**src/rtl/elevador_pkg.sv**
```systemverilog
// Shared types and helpers for the SCAN elevator controller.
// Optional feature macro used by the top: ELEV_DOOR_HOLD_EN.
package elevador_pkg;

  typedef enum logic [1:0] {
    IDLE = 2'd0,
    MOVE = 2'd1,
    DOOR = 2'd2
  } state_t;

  localparam logic DIR_UP   = 1'b1;
  localparam logic DIR_DOWN = 1'b0;

  // Upper bound on floors supported by the mask helper.
  localparam int unsigned MAX_FLOORS = 32;

  // Keeps only the pending bits strictly beyond flr in the given direction.
  function automatic logic [MAX_FLOORS-1:0] dir_mask(
    input logic [MAX_FLOORS-1:0] pend,
    input int unsigned           flr,
    input logic                  up
  );
    logic [MAX_FLOORS-1:0] m;
    m = '0;
    for (int unsigned i = 0; i < MAX_FLOORS; i++) begin
      if (up ? (i > flr) : (i < flr)) m[i] = pend[i];
    end
    return m;
  endfunction

endpackage

```
**src/rtl/elevador_req_reg.sv**
```systemverilog
// Latched floor requests with per-floor clear, plus ahead/behind summaries
// evaluated at a selectable floor.
module elevador_req_reg
  import elevador_pkg::*;
#(
  parameter int unsigned NUM_FLOORS = 4,
  parameter int unsigned FLOOR_W    = $clog2(NUM_FLOORS)
) (
  input  logic                  clk,
  input  logic                  reset,
  input  logic [NUM_FLOORS-1:0] req,
  input  logic                  clr_en,
  input  logic [FLOOR_W-1:0]    sel_floor,
  input  logic                  dir_up,
  output logic [NUM_FLOORS-1:0] pending,
  output logic                  sel_pend,
  output logic                  ahead,
  output logic                  behind
);

  logic [NUM_FLOORS-1:0] pend_q;
  logic [NUM_FLOORS-1:0] clr_mask;
  logic [MAX_FLOORS-1:0] pend_ext;
  logic [MAX_FLOORS-1:0] ahead_m;
  logic [MAX_FLOORS-1:0] behind_m;

  always_comb begin
    clr_mask = '0;
    if (clr_en) clr_mask[sel_floor] = 1'b1;
  end

  // A new request and a clear on the same floor in the same cycle: clear wins.
  always_ff @(posedge clk or posedge reset) begin
    if (reset) pend_q <= '0;
    else       pend_q <= (pend_q | req) & ~clr_mask;
  end

  assign pend_ext = MAX_FLOORS'(pend_q);
  assign ahead_m  = dir_mask(pend_ext, 32'(sel_floor), dir_up);
  assign behind_m = dir_mask(pend_ext, 32'(sel_floor), ~dir_up);

  assign ahead    = |ahead_m;
  assign behind   = |behind_m;
  assign sel_pend = pend_q[sel_floor];
  assign pending  = pend_q;

endmodule

```
**src/rtl/elevador_scan_ctrl.sv**
```systemverilog
// Single-car SCAN elevator controller with travel and door-dwell timers.
// Define ELEV_DOOR_HOLD_EN to add the door_hold input that keeps the door open.
module elevador_scan_ctrl
  import elevador_pkg::*;
#(
  parameter int unsigned NUM_FLOORS  = 4,
  parameter int unsigned FLOOR_W     = $clog2(NUM_FLOORS),
  parameter int unsigned MOVE_CYCLES = 4,
  parameter int unsigned DOOR_CYCLES = 8
) (
  input  logic                  clk,
  input  logic                  reset,
  input  logic [NUM_FLOORS-1:0] req,
  input  logic                  erro,
  output logic [FLOOR_W-1:0]    floor,
  output logic                  dir_up,
  output logic                  moving,
  output logic                  door_open,
  output logic [NUM_FLOORS-1:0] pending,
  output logic                  arrived
`ifdef ELEV_DOOR_HOLD_EN
  ,
  input  logic                  door_hold
`endif
);

  localparam int unsigned MC_W = $clog2(MOVE_CYCLES + 1);
  localparam int unsigned DC_W = $clog2(DOOR_CYCLES + 1);
  localparam logic [MC_W-1:0]    MOVE_LAST = MC_W'(MOVE_CYCLES - 1);
  localparam logic [DC_W-1:0]    DOOR_LOAD = DC_W'(DOOR_CYCLES - 1);
  localparam logic [FLOOR_W-1:0] TOP_FLOOR = FLOOR_W'(NUM_FLOORS - 1);

  state_t             state_q, state_n;
  logic [FLOOR_W-1:0] floor_q, floor_n;
  logic [FLOOR_W-1:0] step_floor, sel_floor;
  logic               dir_q, dir_n;
  logic [MC_W-1:0]    move_q, move_n;
  logic [DC_W-1:0]    door_q, door_n;
  logic               arr_q, arr_n;
  logic               arrive, hold_req, clr_en;
  logic               ahead, behind, sel_pend;

`ifdef ELEV_DOOR_HOLD_EN
  assign hold_req = door_hold;
`else
  assign hold_req = 1'b0;
`endif

  assign arrive = (state_q == MOVE) && (move_q == MOVE_LAST);

  always_comb begin
    step_floor = floor_q;
    if (dir_q == DIR_UP) begin
      if (floor_q != TOP_FLOOR) step_floor = floor_q + 1'b1;
    end else begin
      if (floor_q != '0) step_floor = floor_q - 1'b1;
    end
  end

  // On the arrival cycle the request logic already looks at the new floor, so
  // the stop/continue decision and the clear happen on the same edge.
  assign sel_floor = arrive ? step_floor : floor_q;
  assign clr_en    = ~erro & ((state_q == DOOR) | (state_n == DOOR));

  elevador_req_reg #(
    .NUM_FLOORS (NUM_FLOORS),
    .FLOOR_W    (FLOOR_W)
  ) u_req (
    .clk       (clk),
    .reset     (reset),
    .req       (req),
    .clr_en    (clr_en),
    .sel_floor (sel_floor),
    .dir_up    (dir_q),
    .pending   (pending),
    .sel_pend  (sel_pend),
    .ahead     (ahead),
    .behind    (behind)
  );

  always_ff @(posedge clk or posedge reset) begin
    if (reset) begin
      state_q <= IDLE;
      floor_q <= '0;
      dir_q   <= DIR_UP;
      move_q  <= '0;
      door_q  <= '0;
      arr_q   <= 1'b0;
    end else begin
      state_q <= state_n;
      floor_q <= floor_n;
      dir_q   <= dir_n;
      move_q  <= move_n;
      door_q  <= door_n;
      arr_q   <= arr_n;
    end
  end

  always_comb begin
    state_n = state_q;
    floor_n = floor_q;
    dir_n   = dir_q;
    move_n  = move_q;
    door_n  = door_q;
    arr_n   = arr_q;
    if (!erro) begin
      arr_n = 1'b0;
      unique case (state_q)
        IDLE: begin
          if (sel_pend) begin
            state_n = DOOR;
            door_n  = DOOR_LOAD;
          end else if (ahead) begin
            state_n = MOVE;
            move_n  = '0;
          end else if (behind) begin
            state_n = MOVE;
            move_n  = '0;
            dir_n   = (dir_q == DIR_UP) ? DIR_DOWN : DIR_UP;
          end
        end
        MOVE: begin
          if (arrive) begin
            floor_n = step_floor;
            arr_n   = 1'b1;
            move_n  = '0;
            if (sel_pend) begin
              state_n = DOOR;
              door_n  = DOOR_LOAD;
            end else if (!ahead) begin
              state_n = IDLE;
            end
          end else begin
            move_n = move_q + 1'b1;
          end
        end
        DOOR: begin
          if (req[floor_q] || hold_req) begin
            door_n = DOOR_LOAD;
          end else if (door_q == '0) begin
            state_n = IDLE;
          end else begin
            door_n = door_q - 1'b1;
          end
        end
        default: state_n = IDLE;
      endcase
    end
  end

  assign floor     = floor_q;
  assign dir_up    = dir_q;
  assign moving    = (state_q == MOVE);
  assign door_open = (state_q == DOOR);
  assign arrived   = arr_q;

endmodule

```
**config.mk**
```make
export PLATFORM = sky130hd
export DESIGN_NAME = elevador_scan_ctrl
export DESIGN_NICKNAME = d
export VERILOG_FILES = /design/src/rtl/elevador_pkg.sv /design/src/rtl/elevador_req_reg.sv /design/src/rtl/elevador_scan_ctrl.sv
export SDC_FILE = /design/constraint.sdc
export NUM_CORES = 1
export LEC_CHECK = 0
export CELL_PAD_IN_SITES_DETAIL_PLACEMENT = 0
export CELL_PAD_IN_SITES_GLOBAL_PLACEMENT = 2
export CORE_MARGIN = 5
export CORE_UTILIZATION = 32
export DETAILED_ROUTE_END_ITERATION = 8
export HOLD_SLACK_MARGIN = 0.08
export PLACE_DENSITY = 0.89
export SLEW_MARGIN = 0
export SYNTH_ARGS = -nofsm -noshare
export SYNTH_HDL_FRONTEND = slang
export SYNTH_SLANG_ARGS = --single-unit
```
**constraint.sdc**
```tcl
create_clock -name clk -period 2.8 [get_ports clk]
set_input_delay 0.28 -clock clk [delete_from_list [all_inputs] [get_ports clk]]
set_output_delay 0.28 -clock clk [all_outputs]
set_load 0.1 [all_outputs]
```
==> results_dict.tcl <==
set metrics [dict create \
    hold_viol 0 \
    ioPinCount 17 \
    ys_top_cells_by_area "dfrtp_1 (32%), nand2_1 (4.8%), a21oi_1 (4.4%)" \
    avgSynthCellArea_sq_um 8.48 \
    start_kind "flip-flop" \
    grt_max_degree 18 \
    p_total_w 0.00136 \
    power_density_nw_per_um2 921 \
    cts_hold_buf 0 \
    clkSinkCount 17 \
    crit_chain "ha_1 -> and4bb_4 -> mux2_4 -> a211oi_4 -> nor3b_1 -> nand2b_4 -> mux2_4" \
    wirelength_mm 3.17 \
    clk_latency_ns 0.26 \
    seq_area_frac_synth_pct 33.8 \
    grtUsageTotal_pct 13.0 \
    arrival_ns 2.43 \
    drc 0 \
    antenna_left 0 \
    ys_dominant_reg_cell "dfrtp_1" \
    crit_slowest_cell "dfrtp_1" \
    crit_path_end_kind "flip-flop" \
    tightestPinTransition_ns 0.681 \
    gp_congestion 0.827 \
    area_growth_pct 17.0 \
    numCtsBuffers 3 \
    drive_above_1_share_pct 16.5 \
    final.period_utilization_pct 81.9 \
    rows 22 \
    dp_hpwl_mm 2.39 \
    grt_antenna_before_repair 0 \
    critPathRequiredTime_ns 2.94 \
    finalClockSkew_ns 0.0118 \
    synthCells 149 \
    drt_iter0_markers 90 \
    clockBufferDepth 2 \
    fin_hold_ws_ns 0.430 \
    ys_types 46 \
    critical_path_class "flip-flop to flip-flop" \
    report.final.slew_viol_count 0 \
    min_period_ns 2.29 \
    p_leak_nw 0.652 \
    drtPass1Iterations 4 \
    ys_async_sr_fraction_pct 100 \
    portBuffers 16 \
    core_area_sq_um 3740 \
    tritoncts "yes" \
    finalSetupTns_ns 0 \
    cts_max_level 1 \
    yosys.area.top_type "dfrtp_1" \
    multi_input_area_sq_um 751 \
    diodes 0 \
    dieHeight_microns 72.8 \
    fin_cells 212 \
    setup_viol 0 \
    die_w_microns 72.8 \
    rsz0062_at_grt "no" \
    start_util_pct 33.8 \
    ys.warnings.count 0 \
    fin_nets 174 \
    relSlewSlack_pct 54.5 \
    place_inst 208 \
    maxCapViolations 0 \
    cts_resized 0 \
    grt_pass1_vias 1157 \
    ys_ff_latch 17 \
    run_status "complete, no violations" \
    vias 1169 \
    ff_latch_area_sq_um 427 \
    cts_root_buffer "clkbuf_8" \
    clock.fmax_mhz 436 \
    syn-num-nets 158 \
    postCtsSetupRepairBufs 0 \
    viasPerCell 5.51 \
    hold_path_class "primary input to asynchronous set/reset pin" \
    design_area_sq_um 1480 \
    syn-cell-area_sq_um 1260 \
    placed_area_sq_um 1430 \
    ys_top_cells_by_count "dfrtp_1 (16), nand2_1 (16), nor2_1 (12), a21oi_1 (11)" \
    grt_overflow 0 \
    cpPeakStageDelay_ns 0.40 \
    synth_top_area_share_pct 31.7 \
    crit_path_frequent_cell "mux2_4" \
    grt_pass1_wl_mm 5.50 \
    crit_fanout 13 \
    synth_edf_count 0 \
    fillCellCount 394 \
    routedWlPerCell_microns 15.0 \
    clk_pin_slew_ns 0.07 \
    fp.dieArea_sq_um 5310 \
    ir_drop_mv 0.447 \
]
## final cells by class
type / count / area share, %
Clock inverter: 1 / 0.338
Sequential cell: 17 / 28.8
Multi-Input combinational cell: 114 / 50.8
Tap cell: 48 / 4.06
Clock buffer: 3 / 2.79
Inverter: 10 / 2.54
Timing Repair Buffer: 19 / 10.7
## state kept, by name, summed over array words and instances (netlist names)
signal	flops
arrived	1
dir_up	1
door_q	4
floor	2
move_q	3
state_q	2
u_req.pending	4
## power by group
part | total [W] | internal [W] | switching [W]
clock | 0.000185 | 0.0000988 | 0.0000866
combinational | 0.000763 | 0.000251 | 0.000512
sequential | 0.000414 | 0.000313 | 0.000100
total | 0.00136 | 0.000663 | 0.000699
## metal layers
layer / vias up / global-route usage [%] / part of all wire (%)
li1: 568 / - / -
met4: 0 / 4.30 / 1.5
met2: 30 / 18.8 / 43
met5: - / 0 / 0
met3: 6 / 3.17 / 4.7
met1: 565 / 18.8 / 51
## metrics by stage
step / setup slack, ns / utilization (%)
2_1_floorplan: 0.158 / -
3_3_place_gp: 0.607 / 38.3
3_5_place_dp: 0.538 / 38.3
4_1_cts: 0.504 / 39.5
5_1_grt: 0.354 / 39.5
6_report: 0.506 / 39.5
## cells in the final DEF, fill, tap and decap left out, types with 3 or more instances in the layout
| master | count |
|---|---|
| nor2_1 | 12 |
| inv_1 | 9 |
| clkbuf_8 | 3 |
| nand2b_1 | 3 |
| dfrtp_1 | 16 |
| a21oi_1 | 11 |
| a31oi_1 | 3 |
| o21ai_1 | 4 |
| nand2_1 | 16 |
| clkdlybuf4s50_1 | 6 |
| nor2b_1 | 5 |
| nand3_1 | 7 |
| buf_4 | 13 |
| nor3b_1 | 5 |
| o21ai_0 | 9 |
## worst max-delay path, delay by kind of cell (launching register included)
| family | cells | cell delay, ns |
|---|---|---|
| flops | 1 | 0.40 |
| compound gates | 1 | 0.26 |
| simple gates | 3 | 0.65 |
| fa+ha+maj | 1 | 0.23 |
| mux | 2 | 0.63 |
## worst paths after layout
path | from | end | slack (ns) | cells after the start
max | move_q[0]$_DFFE_PP0P_ | door_q[1]$_DFFE_PP0P_ | 0.51 | 7
min | reset | state_q[1]$_DFF_PP0_ | 0.43 | 2
max reg2reg | move_q[0]$_DFFE_PP0P_ | door_q[1]$_DFFE_PP0P_ | 0.51 | 7
min reg2reg | arrived$_DFFE_PP0N_ | arrived$_DFFE_PP0N_ | 0.50 | 2
max in group asynchronous | reset | floor[0]$_DFFE_PP0P_ | 1.93 | 2
min in group clk | arrived$_DFFE_PP0N_ | arrived$_DFFE_PP0N_ | 0.50 | 2
## kinds of logic after synthesis
group | synth area share (%)
buf+inv | 6.83
compound gates | 25.5
flops | 33.8
simple gates | 23.9
xor+xnor | 1.39
mux | 6.63
fa+ha+maj | 1.98
Note: power is estimated with default switching activity, not from simulation.
